$ cat config.mk
export PLATFORM = sky130hd
export DESIGN_NAME = uart_tx_io_flat
export DESIGN_NICKNAME = d
export VERILOG_FILES = /design/src/rtl/uart_pkg.sv /design/src/rtl/uart_tx_io_if.sv /design/src/rtl/uart_tx_fifo.sv /design/src/rtl/uart_tx_io.sv /design/src/flat_wrapper.sv
export SDC_FILE = /design/constraint.sdc
export NUM_CORES = 1
export LEC_CHECK = 0
export BUFFER_PORTS_ARGS = -buffer_cell sky130_fd_sc_hd__buf_2
export CORE_UTILIZATION = 55
export CTS_CLUSTER_DIAMETER = 60
export CTS_CLUSTER_SIZE = 25
export DETAILED_ROUTE_END_ITERATION = 16
export PLACE_DENSITY = 0.82
export SLEW_MARGIN = 20
export SYNTH_ARGS = -nofsm -noshare
export SYNTH_HDL_FRONTEND = slang
export SYNTH_HIERARCHICAL = 1
export SYNTH_SLANG_ARGS = --single-unit
export TNS_END_PERCENT = 10
$ cat constraint.sdc
create_clock -name clock -period 4.2 [get_ports clock]
set_clock_uncertainty 0.2 [all_clocks]
set_input_delay 0.84 -clock clock [delete_from_list [all_inputs] [get_ports clock]]
set_output_delay 0.84 -clock clock [all_outputs]
set_load 0.005 [all_outputs]
$ cat src/rtl/uart_pkg.sv
// Shared encodings for the memory-mapped UART transmitter: FSM states,
// register select values and status register bit positions.
package uart_pkg;

    typedef enum logic [1:0] {
        IDLE  = 2'd0,
        START = 2'd1,
        DATA  = 2'd2,
        STOP  = 2'd3
    } tx_state_t;

    localparam logic REG_DATA = 1'b0;
    localparam logic REG_STAT = 1'b1;

    localparam int ST_FULL    = 0;
    localparam int ST_IDLE    = 1;
    localparam int ST_OVF     = 2;
    localparam int ST_CNT_LSB = 4;

endpackage

$ cat src/rtl/uart_tx_io_if.sv
// CPU IO bus as seen by the UART transmitter: strobes, register select and data.
interface uart_tx_io_if;
    logic        io_wen;
    logic        io_ren;
    logic        io_sel;
    logic [31:0] io_wdata;
    logic [31:0] io_rdata;

    modport master (
        output io_wen, io_ren, io_sel, io_wdata,
        input  io_rdata
    );

    modport slave (
        input  io_wen, io_ren, io_sel, io_wdata,
        output io_rdata
    );
endinterface

$ cat src/rtl/uart_tx_fifo.sv
// Small synchronous FIFO holding bytes waiting for serialization. The head
// entry is readable combinationally so the FSM can load it on the pop edge.
module uart_tx_fifo #(
    parameter  int DEPTH = 8,
    parameter  int WIDTH = 8,
    localparam int AW    = $clog2(DEPTH),
    localparam int CW    = $clog2(DEPTH) + 1
) (
    input  logic             clock,
    input  logic             rst_n,
    input  logic             push,
    input  logic             pop,
    input  logic [WIDTH-1:0] wdata,
    output logic [WIDTH-1:0] rdata,
    output logic [CW-1:0]    count,
    output logic             full,
    output logic             empty
);

    logic [WIDTH-1:0] mem [DEPTH];
    logic [AW-1:0]    wr_ptr_reg;
    logic [AW-1:0]    rd_ptr_reg;
    logic [CW-1:0]    count_reg;
    logic             do_push;
    logic             do_pop;

    assign full    = (count_reg == CW'(DEPTH));
    assign empty   = (count_reg == '0);
    assign count   = count_reg;
    assign do_push = push && !full;
    assign do_pop  = pop && !empty;
    assign rdata   = mem[rd_ptr_reg];

    always_ff @(posedge clock) begin
        if (do_push) begin
            mem[wr_ptr_reg] <= wdata;
        end
    end

    // DEPTH is a power of two, so the pointers wrap naturally.
    always_ff @(posedge clock or negedge rst_n) begin
        if (!rst_n) begin
            wr_ptr_reg <= '0;
            rd_ptr_reg <= '0;
            count_reg  <= '0;
        end else begin
            if (do_push) begin
                wr_ptr_reg <= wr_ptr_reg + AW'(1);
            end
            if (do_pop) begin
                rd_ptr_reg <= rd_ptr_reg + AW'(1);
            end
            count_reg <= count_reg + CW'(do_push) - CW'(do_pop);
        end
    end

endmodule

$ cat src/rtl/uart_tx_io.sv
// Memory-mapped 8N1 UART transmitter: CPU writes bytes into a FIFO, the FSM
// shifts them out LSB first on tx; a status register reports full/idle/overflow/count.
module uart_tx_io
    import uart_pkg::*;
#(
    parameter int CLKS_PER_BIT = 200,
    parameter int FIFO_DEPTH   = 8
) (
    input  logic           clock,
    input  logic           rst_n,
    uart_tx_io_if.slave    bus,
    output logic           tx,
    output logic           tx_busy,
    output logic           fifo_full
);

    localparam int          CW       = $clog2(FIFO_DEPTH) + 1;
    localparam logic [15:0] BIT_LAST = 16'(CLKS_PER_BIT - 1);

    tx_state_t     state_reg;
    logic [15:0]   baud_reg;
    logic [2:0]    bit_idx_reg;
    logic [7:0]    shift_reg;
    logic          tx_reg;
    logic          overflow_reg;

    logic          wr_data;
    logic          push;
    logic          pop;
    logic          fifo_empty;
    logic [7:0]    head;
    logic [CW-1:0] count;
    logic          bit_done;
    logic          idle;
    logic [31:0]   status;
    logic          unused_wdata;

    assign wr_data  = bus.io_wen && (bus.io_sel == REG_DATA);
    assign push     = wr_data && !fifo_full;
    assign pop      = (state_reg == IDLE) && !fifo_empty;
    assign bit_done = (baud_reg == BIT_LAST);
    assign idle     = fifo_empty && (state_reg == IDLE);

    assign tx       = tx_reg;
    assign tx_busy  = !idle;

    assign unused_wdata = ^bus.io_wdata[31:8];

    uart_tx_fifo #(
        .DEPTH (FIFO_DEPTH),
        .WIDTH (8)
    ) u_fifo (
        .clock (clock),
        .rst_n (rst_n),
        .push  (push),
        .pop   (pop),
        .wdata (bus.io_wdata[7:0]),
        .rdata (head),
        .count (count),
        .full  (fifo_full),
        .empty (fifo_empty)
    );

    // A write that hits a full FIFO wins over a same-cycle status-read clear.
    always_ff @(posedge clock or negedge rst_n) begin
        if (!rst_n) begin
            overflow_reg <= 1'b0;
        end else if (wr_data && fifo_full) begin
            overflow_reg <= 1'b1;
        end else if (bus.io_ren && (bus.io_sel == REG_STAT)) begin
            overflow_reg <= 1'b0;
        end
    end

    always_comb begin
        status                     = '0;
        status[ST_FULL]            = fifo_full;
        status[ST_IDLE]            = idle;
        status[ST_OVF]             = overflow_reg;
        status[ST_CNT_LSB +: 4]    = 4'(count);
    end

    assign bus.io_rdata = (bus.io_sel == REG_STAT) ? status : 32'h0;

    // tx is registered from the current state, so the line lags the FSM by
    // one cycle; this yields the single idle-high cycle between frames.
    always_ff @(posedge clock or negedge rst_n) begin
        if (!rst_n) begin
            state_reg   <= IDLE;
            baud_reg    <= '0;
            bit_idx_reg <= '0;
            shift_reg   <= '0;
            tx_reg      <= 1'b1;
        end else begin
            case (state_reg)
                IDLE: begin
                    tx_reg      <= 1'b1;
                    baud_reg    <= '0;
                    bit_idx_reg <= '0;
                    if (!fifo_empty) begin
                        shift_reg <= head;
                        state_reg <= START;
                    end
                end
                START: begin
                    tx_reg <= 1'b0;
                    if (bit_done) begin
                        baud_reg    <= '0;
                        bit_idx_reg <= '0;
                        state_reg   <= DATA;
                    end else begin
                        baud_reg <= baud_reg + 16'd1;
                    end
                end
                DATA: begin
                    tx_reg <= shift_reg[0];
                    if (bit_done) begin
                        baud_reg  <= '0;
                        shift_reg <= {1'b0, shift_reg[7:1]};
                        if (bit_idx_reg == 3'd7) begin
                            state_reg <= STOP;
                        end else begin
                            bit_idx_reg <= bit_idx_reg + 3'd1;
                        end
                    end else begin
                        baud_reg <= baud_reg + 16'd1;
                    end
                end
                STOP: begin
                    tx_reg <= 1'b1;
                    if (bit_done) begin
                        baud_reg  <= '0;
                        state_reg <= IDLE;
                    end else begin
                        baud_reg <= baud_reg + 16'd1;
                    end
                end
            endcase
        end
    end

endmodule

$ cat src/flat_wrapper.sv
// flat-port wrapper written by rule: the top's interface ports become plain ports
module uart_tx_io_flat import uart_pkg::*;
#(
    parameter int CLKS_PER_BIT = 200,
    parameter int FIFO_DEPTH   = 8
)
  (clock, rst_n, tx, tx_busy, fifo_full, bus_io_wen, bus_io_ren, bus_io_sel, bus_io_wdata, bus_io_rdata);
  uart_tx_io_if bus_i ();
  input  logic clock;
  input  logic rst_n;
  output logic tx;
  output logic tx_busy;
  output logic fifo_full;
  input wire logic [$bits(bus_i.io_wen)-1:0] bus_io_wen;
  input wire logic [$bits(bus_i.io_ren)-1:0] bus_io_ren;
  input wire logic [$bits(bus_i.io_sel)-1:0] bus_io_sel;
  input wire logic [$bits(bus_i.io_wdata)-1:0] bus_io_wdata;
  output wire logic [$bits(bus_i.io_rdata)-1:0] bus_io_rdata;
  assign bus_i.io_wen = bus_io_wen;
  assign bus_i.io_ren = bus_io_ren;
  assign bus_i.io_sel = bus_io_sel;
  assign bus_i.io_wdata = bus_io_wdata;
  assign bus_io_rdata = bus_i.io_rdata;
  uart_tx_io #(.CLKS_PER_BIT(CLKS_PER_BIT), .FIFO_DEPTH(FIFO_DEPTH)) u_core (.clock(clock), .rst_n(rst_n), .bus(bus_i), .tx(tx), .tx_busy(tx_busy), .fifo_full(fifo_full));
endmodule
==> metrics.yaml <==
logic_synthesis:
  synth.most_common_cell: "edfxtp_1"
  yosysTopAreaCell: "edfxtp_1"
  synth_common_cells: "64 x edfxtp_1, 40 x dfrtp_1, 27 x buf_4, 26 x nor2_1, 17 x inv_1"
  synth_edf_count: 64
  synth_compound_gate_area_share_pct: 3.79
  synth_area_leaders: "edfxtp_1 39%, dfrtp_1 20%, mux4_1 8.4%, buf_4 4.1%, ha_1 4.0%"
  synth.cell_area_um2: 4980
  ys_types: 49
  yosysSeqAreaShare_pct: 59.2
  synth_warnings: 6
  yosys.area_share.adder_pct: 4.42
  syn-instance-count: 344
  yosys.area.top_type_share_pct: 38.6
  synth-seq-cells: 105
  synth_top_family_by_area: "multiplexers"
  synthArstFlopShare_pct: 39.0
  synth-simple-area-share_pct: 10.7
  avgSynthCellArea_um2: 14.5
  yosys.area_share.xor_xnor_pct: 3.52
  synthFlopType: "edfxtp_1"
  muxShareOfSynthArea_pct: 11.2
sta:
  setup_tns_ns: 0
  slew_headroom_pct: 34.8
  drv_slew: 0
  min_period_ns: 2.97
  whs_ns: 0.313
  post-route-period-util_pct: 70.8
  hold_viol: 0
  setup_viol: 0
  fin_ws_ns: 1.23
  clock.fmax_ghz: 0.336
  rsz0062_at_grt: "false"
  worst_pin_slew_ns: 0.974
detailed_routing:
  firstDrtPassIters: 4
  routedWlPerCell_um: 16.6
  drt.antenna.violating_nets: 0
  drt_iter0_markers: 164
  routed_wirelength_mm: 8.00
  avgViaCountPerCell: 5.55
  vias: 2676
  drc: 0
power_and_ir_drop:
  p_switching_uw: 609
  power.internal_uw: 1560
  vdd_ir_drop_max_mv: 0.270
  seqPwrFrac_pct: 57.5
  p_leak_uw: 0.00208
  power.density_nw_per_um2: 412
  clkPwrFrac_pct: 29.4
  swShare_pct: 28.0
  comb_power_share_pct: 13.1
critical_path:
  worstReg2RegStart: "u_core/u_fifo/count[2]"
  crit_chain: "inv_1 -> ha_1 -> nor3b_1 -> nand2_1 -> buf_2"
  cp_top_family: "simple AND/OR/NAND/NOR gates"
  r2r_cells: 12
  critPathBufInv: 2
  critPathMaxFanout: 5
  worstPathArrival_ns: 1.93
  worst_path_max_delay_cell: "nor3b_1"
  critPathKind: "reg2out"
  crit_path_start_kind: "flop"
  required_ns: 3.16
  end_kind: "output port"
  path_depth: 5
  cpPeakStageDelay_ns: 0.49
  crit_path_start: "u_core/u_fifo/count[2]"
die:
  boundaryPins: 72
  rows: 34
  dieWidth_um: 97.2
  core_um2: 8760
  die_area_um2: 9440
  die_h_um: 97.2
  floorplan.initialDensity_pct: 56.8
cts:
  post_cts_buffers: 0
  cts_resized: 0
  clock_path_buffers: 2
  cts_hold_buf: 0
  cts_buffers: 9
  cts_tree: "done"
  h-tree-depth: 3
  clk_pin_slew_ns: 0.12
  clock-sinks: 105
  root_buffer: "clkbuf_8"
  clkLatencyLatePin_ns: 0.38
place:
  dp_slack_ns: 1.13
  port_buffers: 22
  place_area_um2: 5060
  gp_congestion: 0.814
  dp.cells: 466
  dpl.hpwl_mm: 5.39
grt:
  antenna_found_initial: 0
  grt_pass1_vias: 2775
  gr-total-overflow: 0
  grt_max_degree: 42
  track_usage_pct: 18.5
  grt_pass1_wl_mm: 13.3
layout:
  fin_cells: 482
  multiInputGateArea_um2: 1770
  fillCellCount: 663
  drive_gt1_share_pct: 16.8
  nNetsFinal: 423
  stdcell_area_um2: 5280
  synthToLayoutAreaGrowth_pct: 5.93
  seq_area_um2: 2950
  diodes: 0
  largest_register_ffs: 64
worst_hold_path:
  min_path_cells: 1
  hold_path.class: "reg2reg"
  min-delay-start: "u_core/baud_reg[0]"
run_status:
  status: "completed"
job:
  drv_cap: 0
layout by cell type, fill, tap and decap left out, types with 10 or more instances in the layout:
master    count
xnor2_1      16
nor2_1       26
inv_1        17
edfxtp_1     64
dfrtp_1      40
mux2_2       12
nand2b_1     11
nor3_1       13
mux4_1       16
nand2_1      10
ha_1         16
buf_2        22
conb_1       25
worst paths after layout:
| path | slack, ns | end |
|---|---|---|
| min in group asynchronous | 0.38 | u_core/u_fifo/count[2] |
| hold / removal | 0.31 | u_core/baud_reg[0] |
| setup reg to reg | 1.23 | u_core/u_fifo/count[2] |
| max in group asynchronous | 2.86 | u_core/shift_reg[1] |
| setup / recovery | 1.23 | tx_busy |
| hold reg to reg | 0.31 | u_core/baud_reg[0] |
power groups by stage:
stage	clock [µW]	sequential, µW	combinational [µW]
2_1_floorplan	0	1250	213
3_3_place_gp	0	1260	274
3_5_place_dp	0	1270	289
4_1_cts	658	1250	291
5_1_grt	695	1260	324
6_report	639	1250	285
metrics by stage:
stage	util (%)	power, µW
floorplan	-	1470
global placement	57.8	1540
detailed placement	57.8	1560
CTS	60.2	2200
global route	60.2	2280
finish	60.2	2170
layer usage:
metal | GRT usage (%) | routed length [µm] | vias up
met2 | 31.5 | 4210 | 71
met3 | 4.17 | 273 | 17
met5 | 0 | 0 | -
met4 | 8.27 | 160 | 0
met1 | 22.7 | 3350 | 1317
li1 | - | - | 1271
cell families (layout without fill, tap and decap cells):
kind of cell	count (synthesis)	after routing
muxes	28	28
buffers and inverters	54	60
xor gates and xnor gates	20	20
AOI/OAI and AO/OA	22	22
and+or+nand+nor	97	97
DFF	105	105
adders and majority gates	17	17
other	1	25
area by class of cell:
type / count / area share (%)
Sequential cell: 105 / 55.9
Timing Repair Buffer: 27 / 2.80
Tap cell: 108 / 2.56
Clock buffer: 9 / 2.35
Clock inverter: 7 / 1.73
Multi-Input combinational cell: 209 / 33.5
Inverter: 17 / 1.21
(Power assumes the default switching activity.)
